==> src/rtl/ic0_mst_bridge.sv <==
// CPU load/store to ic0 master strobe bridge, one outstanding transaction, read timeout.
// Optional macro IC0_MST_BRIDGE_ERRCNT_EN adds a saturating error-response counter.
module ic0_mst_bridge #(
   parameter int          NSLV     = 4,
   parameter int          TIMEOUT  = 15,
   parameter logic [31:0] ERR_DATA = 32'h0000_0000
) (
   input  logic                 clk,
   input  logic                 rst_n,
`ifdef IC0_MST_BRIDGE_ERRCNT_EN
   output logic [15:0]          err_count,
`endif
   input  logic                 cpu_req_valid,
   output logic                 cpu_req_ready,
   input  logic                 cpu_req_we,
   input  logic [31:0]          cpu_req_addr,
   input  logic [31:0]          cpu_req_wdata,
   output logic                 cpu_rsp_valid,
   input  logic                 cpu_rsp_ready,
   output logic [31:0]          cpu_rsp_rdata,
   output logic                 cpu_rsp_err,
   output logic                 ic0_c_axi_mst_wr_valid,
   output logic                 ic0_c_axi_mst_rd_valid,
   output logic [31:0]          ic0_axi_mst_wr_addr,
   output logic [31:0]          ic0_axi_mst_wr_data,
   output logic [31:0]          ic0_axi_mst_rd_addr,
   input  logic [NSLV-1:0]      ic0_c_axi_slv_rd_ready,
   input  logic [NSLV*32-1:0]   ic0_axi_slv_rd_data
);

   typedef enum logic [2:0] {IDLE, WR, RD, WAIT, RSP} state_t;

   state_t      state;
   logic [7:0]  cnt;
   logic [7:0]  cnt_next;
   logic [31:0] rd_or;
   logic        any_rdy;
   logic        multi_rdy;
   logic        to_hit;
   logic        err_event;

   always_comb begin
      rd_or = '0;
      for (int i = 0; i < NSLV; i++) begin
         if (ic0_c_axi_slv_rd_ready[i]) begin
            rd_or = rd_or | ic0_axi_slv_rd_data[32*i +: 32];
         end
      end
   end

   // More than one bit set: clearing the lowest set bit leaves something behind.
   assign any_rdy   = |ic0_c_axi_slv_rd_ready;
   assign multi_rdy = |(ic0_c_axi_slv_rd_ready & (ic0_c_axi_slv_rd_ready - NSLV'(1)));
   assign cnt_next  = cnt + 8'd1;
   assign to_hit    = (cnt_next == 8'(TIMEOUT));
   assign err_event = (state == WAIT) && (any_rdy ? multi_rdy : to_hit);

   always_ff @(posedge clk or negedge rst_n) begin
      if (!rst_n) begin
         state                  <= IDLE;
         cnt                    <= '0;
         cpu_req_ready          <= 1'b0;
         cpu_rsp_valid          <= 1'b0;
         cpu_rsp_rdata          <= '0;
         cpu_rsp_err            <= 1'b0;
         ic0_c_axi_mst_wr_valid <= 1'b0;
         ic0_c_axi_mst_rd_valid <= 1'b0;
         ic0_axi_mst_wr_addr    <= '0;
         ic0_axi_mst_wr_data    <= '0;
         ic0_axi_mst_rd_addr    <= '0;
      end else begin
         case (state)
            IDLE: begin
               cpu_req_ready <= 1'b1;
               if (cpu_req_valid && cpu_req_ready) begin
                  cpu_req_ready <= 1'b0;
                  if (cpu_req_we) begin
                     ic0_axi_mst_wr_addr    <= cpu_req_addr;
                     ic0_axi_mst_wr_data    <= cpu_req_wdata;
                     ic0_c_axi_mst_wr_valid <= 1'b1;
                     state                  <= WR;
                  end else begin
                     ic0_axi_mst_rd_addr    <= cpu_req_addr;
                     ic0_c_axi_mst_rd_valid <= 1'b1;
                     state                  <= RD;
                  end
               end
            end
            WR: begin
               ic0_c_axi_mst_wr_valid <= 1'b0;
               cpu_rsp_valid          <= 1'b1;
               cpu_rsp_rdata          <= '0;
               cpu_rsp_err            <= 1'b0;
               state                  <= RSP;
            end
            RD: begin
               ic0_c_axi_mst_rd_valid <= 1'b0;
               cnt                    <= '0;
               state                  <= WAIT;
            end
            WAIT: begin
               cnt <= cnt_next;
               // A ready arriving on the timeout cycle still wins.
               if (any_rdy) begin
                  cpu_rsp_valid <= 1'b1;
                  cpu_rsp_rdata <= rd_or;
                  cpu_rsp_err   <= multi_rdy;
                  state         <= RSP;
               end else if (to_hit) begin
                  cpu_rsp_valid <= 1'b1;
                  cpu_rsp_rdata <= ERR_DATA;
                  cpu_rsp_err   <= 1'b1;
                  state         <= RSP;
               end
            end
            RSP: begin
               if (cpu_rsp_ready) begin
                  cpu_rsp_valid <= 1'b0;
                  cpu_req_ready <= 1'b1;
                  state         <= IDLE;
               end
            end
            default: state <= IDLE;
         endcase
      end
   end

`ifdef IC0_MST_BRIDGE_ERRCNT_EN
   always_ff @(posedge clk or negedge rst_n) begin
      if (!rst_n) begin
         err_count <= '0;
      end else if (err_event && (err_count != 16'hFFFF)) begin
         err_count <= err_count + 16'd1;
      end
   end
`endif

endmodule

==> config.mk <==
export PLATFORM = sky130hd
export DESIGN_NAME = ic0_mst_bridge
export DESIGN_NICKNAME = d
export VERILOG_FILES = /design/src/rtl/ic0_mst_bridge.sv
export SDC_FILE = /design/constraint.sdc
export NUM_CORES = 1
export LEC_CHECK = 0
export CELL_PAD_IN_SITES_DETAIL_PLACEMENT = 0
export CELL_PAD_IN_SITES_GLOBAL_PLACEMENT = 1
export CORE_UTILIZATION = 25
export CTS_CLUSTER_DIAMETER = 150
export DETAILED_ROUTE_END_ITERATION = 10
export PLACE_DENSITY_LB_ADDON = 0.1
export SLEW_MARGIN = 20
export SYNTH_ARGS = -nofsm -noshare
export SYNTH_HDL_FRONTEND = slang
export SYNTH_SLANG_ARGS = --single-unit
==> constraint.sdc <==
create_clock -name clk -period 2.55 [get_ports clk]
set_clock_uncertainty 0.1 [all_clocks]
set_input_delay 0.255 -clock clk [delete_from_list [all_inputs] [get_ports clk]]
set_output_delay 0.255 -clock clk [all_outputs]
set_load 0.1 [all_outputs]
==> impl_metrics.tcl, run 1 <==
set metrics [dict create \
    h-tree-depth 4 \
    syn_to_final_growth_pct 64.3 \
    min_period_ps 2320 \
    port-buffer-count 333 \
    rsz0062_at_grt "false" \
    grt_use_met2_pct 28.6 \
    cp_max_fo 33 \
    tightest_slew_ps 512 \
    first_pass_iters 4 \
    vias 5120 \
    clk_latency_ps 420 \
    rr_endpoint "cpu_rsp_err" \
    drv_cap 0 \
    busiest_layer "met2" \
    nFillCells 2281 \
    r2r_start "cnt[0]" \
    crit_family "compound AO/OA/AOI/OAI gates" \
    fin_nets 989 \
    hp-class "input port to async pin" \
    synth_edf_count 0 \
    diodes 0 \
    cp-startpoint "cnt[0]" \
    postLayoutCellArea_um2 10200 \
    syn_inst 455 \
    ys_async_sr_fraction_pct 100 \
    synth_seq_cells 144 \
    die_area_um2 25400 \
    r2r_slack_ps 230 \
    path_buf_inv 2 \
    cts.repair.resized 0 \
    endpoint_kind "flip-flop" \
    hold_viol_final 0 \
    finalMaxSlewViolations 0 \
    hpwlAfterDp_um 15100 \
    syn-cell-area_um2 6200 \
    ys_types 38 \
    mostFrequentLayoutCells "clkdlybuf4s50_1 (199), dfrtp_1 (144), buf_4 (143)" \
    cp_num_cells 8 \
    grt_usage_pct 16.3 \
    ys_seq_area_share_pct 58.1 \
    yosys_warnings 0 \
    drc_errors 0 \
    clk_pin_slew_worst_paths_ps 70 \
    io_pins 334 \
    ff2ff_path_depth 8 \
    grt_pass1_vias 5641 \
    met1_usage_pct 18.5 \
    grt_max_degree 65 \
    cpPeakStageDelay_ps 490 \
    tns_ps 0 \
    antenna_left 0 \
    crit_chain "inv_1, ha_1, nor4b_1, o21ai_0, o41ai_2, nand2_2, buf_12, a21o_2" \
    drtIter0Drc 187 \
    cts_hold_buf 1 \
    critPathLaunchType "flip-flop" \
    maxSlewHeadroom_pct 65.6 \
    syn_nets 658 \
    numCtsBuffers 17 \
    gr-total-overflow 0 \
    vias_per_cell 4.56 \
    start_util_pct 25.5 \
    final_layout_size_suffix_gt1_share_pct 35.8 \
    die_x_um 160 \
    postPlaceCellArea_um2 9610 \
    slowest_stage "o41ai_2" \
    cts_setup_buffers 0 \
    cts_num_sinks 144 \
    die_h_um 160 \
    grt_antenna_before_repair 0 \
    wl_per_cell_um 17.9 \
    rows 57 \
    wirelength_um 20100 \
    gp_congestion 0.862 \
    cp.required_ps 2760 \
    dp_slack_ps 203 \
    layout_commonest_cell "clkdlybuf4s50_1" \
    core_area_um2 24300 \
    finalCritPeriodShare_pct 91.0 \
    clk_path_buf_depth 2 \
    clockRootBuffer "clkbuf_16" \
    fmax_mhz 431 \
    cts_tree "yes" \
    grt_pass1_wl_um 32300 \
    worstPathArrival_ps 2530 \
    fin_ws_ps 230 \
    crit_type "flip-flop to flip-flop" \
    finalSetupViolCount 0 \
    gr-usage-met3_pct 5.05 \
    outcome "finished, final reports clean" \
    critPathCapture "cpu_rsp_err" \
    syn_avg_cell_area_um2 13.6 \
    ys.flop_type "dfrtp_1" \
]
flip-flops by register name, indices dropped and copies added (netlist names):
signal                  cells
cnt                         8
cpu_req_ready               1
cpu_rsp_err                 1
cpu_rsp_rdata              32
cpu_rsp_valid               1
ic0_axi_mst_rd_addr        32
ic0_axi_mst_wr_addr        32
ic0_axi_mst_wr_data        32
ic0_c_axi_mst_rd_valid      1
ic0_c_axi_mst_wr_valid      1
state                       3
cell families after synthesis:
family                     share of synthesized area [%]
xor gates and xnor gates                           0.282
and+or+nand+nor                                     3.31
DFF                                                 58.1
muxes                                               18.0
AOI/OAI and AO/OA                                   16.8
adders and majority gates                          0.565
buffers and inverters                               3.01
per-stage QoR:
step / instances / hold WS [ps] / utilization (%)
after global placement: 1090 / 127 / 39.5
after floorplan: 455 / -141 / -
after global routing: 1123 / 258 / 41.9
final: 1123 / 237 / 41.9
after CTS: 1123 / 240 / 41.9
after detailed placement: 1090 / 132 / 39.5
cell usage after synthesis, drive strengths merged, types with 2 or more instances:
master,count,area (um^2)
a21o,4,33.8
a21oi,5,25.0
a221oi,32,280
a22o,36,317
buf,16,92.6
clkbuf,20,75.1
dfrtp,144,3600
ha,2,25.0
inv,5,18.8
mux2,98,1100
nand2,15,58.8
nand2b,2,12.5
nand3,4,25.0
nor2,8,30.0
nor2b,4,25.0
nor3,4,20.0
nor4,2,12.5
o2111ai,2,17.5
o21ai,7,35.0
o2bb2ai,32,280
xor2,2,17.5
metal layers:
layer  vias to the layer above  share of wire [%]
met1                      2478                 39
met3                        25                7.3
met4                         0                2.1
met5                         -                  0
met2                       207                 52
li1                       2410                  -
worst min-delay path by stage:
stage               startpoint      to  slack [ps]  cells past startpoint
floorplan                rst_n  cnt[0]        -140                      0
global placement         rst_n  cnt[7]         130                      1
detailed placement       rst_n  cnt[7]         130                      1
CTS                      rst_n  cnt[7]         240                      2
global route             rst_n  cnt[4]         260                      2
finish                   rst_n  cnt[7]         240                      2
area by class of cell:
cell class	count	area [um^2]	share of cell area (%)
repair buffers	348	3170	31.1
flip-flops and latches	144	3600	35.4
clock inverters	14	143	1.40
multi-input cells	270	2420	23.8
clock buffers	18	429	4.21
inverters	5	18.8	0.184
well taps	324	405	3.98
Power of run 1 is left out: the tool's default activity adds up to more than one toggle a clock period on the data nets, which glitch-free logic cannot reach.
==> inputs of run 2 (changes only) <==
--- a/config.mk
+++ b/config.mk
@@ -5,11 +5,13 @@
 export SDC_FILE = /design/constraint.sdc
 export NUM_CORES = 1
 export LEC_CHECK = 0
+export ABC_AREA = 0
 export CELL_PAD_IN_SITES_DETAIL_PLACEMENT = 0
 export CELL_PAD_IN_SITES_GLOBAL_PLACEMENT = 1
 export CORE_UTILIZATION = 25
 export CTS_CLUSTER_DIAMETER = 150
 export DETAILED_ROUTE_END_ITERATION = 10
+export HOLD_SLACK_MARGIN = 0.05
 export PLACE_DENSITY_LB_ADDON = 0.1
 export SLEW_MARGIN = 20
 export SYNTH_ARGS = -nofsm -noshare
==> results of run 2 <==
No change in the layout: final DEF, timing and power equal those of run 1.
Power of run 2 is left out for the same reason.
==> inputs of run 3 (changes only) <==
--- a/config.mk
+++ b/config.mk
@@ -11,8 +11,8 @@
 export CORE_UTILIZATION = 25
 export CTS_CLUSTER_DIAMETER = 150
 export DETAILED_ROUTE_END_ITERATION = 10
-export HOLD_SLACK_MARGIN = 0.05
 export PLACE_DENSITY_LB_ADDON = 0.1
+export RECOVER_POWER = 50
 export SLEW_MARGIN = 20
 export SYNTH_ARGS = -nofsm -noshare
 export SYNTH_HDL_FRONTEND = slang
==> run 3 against run 2 <==
- worst setup slack gained 1.3 ps
- core utilization fell by 1.0 points
- routed wire length barely moved
- count of clock-buffer cells in the layout stayed put
- register-to-register slack hardly changed
- critical path type unchanged
==> impl_metrics.tcl, run 3 (synthesis gave the netlist of run 1 again) <==
set metrics [dict create \
    outcome "finished, final reports clean" \
    first_pass_iters 4 \
    clockRootBuffer "clkbuf_16" \
    hpwlAfterDp_um 15100 \
    antenna_left 0 \
    crit_type "flip-flop to flip-flop" \
    fmax_mhz 431 \
    hp-class "input port to flip-flop" \
    postLayoutCellArea_um2 9940 \
    grt_usage_pct 16.3 \
    endpoint_kind "flip-flop" \
    critPathLaunchType "flip-flop" \
    cts_tree "yes" \
    vias 5132 \
    h-tree-depth 4 \
    dr.max_layer_used "met4" \
    finalMaxSlewViolations 0 \
    finalCritPeriodShare_pct 90.9 \
    layout_commonest_cell "clkdlybuf4s50_1" \
    core_area_um2 24300 \
    postPlaceCellArea_um2 9610 \
    fin_nets 989 \
    drtIter0Drc 172 \
    met1_length_um 7920 \
    gp_congestion 0.862 \
    hold_viol_final 0 \
    wirelength_um 20100 \
    tns_ps 0 \
    die_x_um 160 \
    tightest_slew_ps 1260 \
    min_period_ps 2320 \
    syn_to_final_growth_pct 60.2 \
    diodes 0 \
    dr_wl_met3_um 1470 \
    start_util_pct 25.5 \
    grt_pass1_wl_um 32300 \
    drc_errors 0 \
    grt_max_degree 65 \
    mostFrequentLayoutCells "clkdlybuf4s50_1 (199), dfrtp_1 (144), mux2_2 (98)" \
    drv_cap 0 \
    wl_per_cell_um 17.9 \
    clk_pin_slew_worst_paths_ps 70 \
    die_area_um2 25400 \
    vias_per_cell 4.57 \
    cts.repair.resized 0 \
    cts_num_sinks 144 \
    rows 57 \
    port-buffer-count 333 \
    cp_max_fo 33 \
    numCtsBuffers 17 \
    grt_pass1_vias 5641 \
    cp.required_ps 2760 \
    gr-total-overflow 0 \
    io_pins 334 \
    grt_antenna_before_repair 0 \
    worstPathArrival_ps 2530 \
    rsz0062_at_grt "false" \
    clk_latency_ps 420 \
    final_layout_size_suffix_gt1_share_pct 27.8 \
    finalSetupViolCount 0 \
    maxSlewHeadroom_pct 16.0 \
    die_h_um 160 \
    clk_path_buf_depth 2 \
    dr_wl_met2_um 10300 \
]
==> run 3: cell count changes in the layout (fill, tap and decap cells not counted), sizes merged <==
| cell | delta |
|---|---|
| buf | -66 |
| clkbuf | +66 |
==> run 3: routing by layer <==
layer / global-route usage (%) / vias to the layer above
li1: - / 2417
met1: 18.5 / 2485
met2: 28.6 / 205
met3: 5.05 / 25
met4: 6.29 / 0
met5: 0 / -
==> run 3: through the flow <==
step	cells	setup slack (ps)	utilization, %	hold slack [ps]
detailed placement	1090	203	39.5	132
global placement	1090	274	39.5	127
CTS	1123	194	41.9	240
floorplan	455	49.6	-	-141
global route	1123	52.2	40.9	329
finish	1123	231	40.9	342
==> run 3: final timing paths <==
path,slack (ps),cells past startpoint,endpoint,from
worst max register to register,230,8,cpu_rsp_err,cnt[0]
min in group asynchronous,540,2,cnt[7],rst_n
worst max-delay path,230,8,cpu_rsp_err,cnt[0]
worst min-delay path,340,2,ic0_axi_mst_wr_data[13],cpu_req_wdata[13]
worst min register to register,390,1,cpu_rsp_rdata[8],cpu_rsp_rdata[8]
max in group asynchronous,440,3,ic0_axi_mst_wr_data[3],rst_n
==> run 3: layout make-up <==
| class | instances | area [um^2] |
|---|---|---|
| fill | 2343 | 14400 |
| sequential | 144 | 3600 |
| timing repair buffer | 348 | 2920 |
| multi-input combinational | 270 | 2420 |
| clock buffer | 18 | 429 |
| tap | 324 | 405 |
| clock inverter | 14 | 143 |
| inverter | 5 | 18.8 |
==> run 3: critical path, cell delays in order, from the launching register on <==
cell     delay (ps)
dfrtp_1         410
inv_1            90
ha_1            140
nor4b_1         220
o21ai_0         200
o41ai_2         490
nand2_2         150
buf_12          200
a21o_2          210
==> run 3: timing repair <==
item,in CTS,in global routing
endpoints found under the hold margin,44,0
hold buffers,1,0
setup buffers,0,0
Power of run 3 is left out for the same reason.
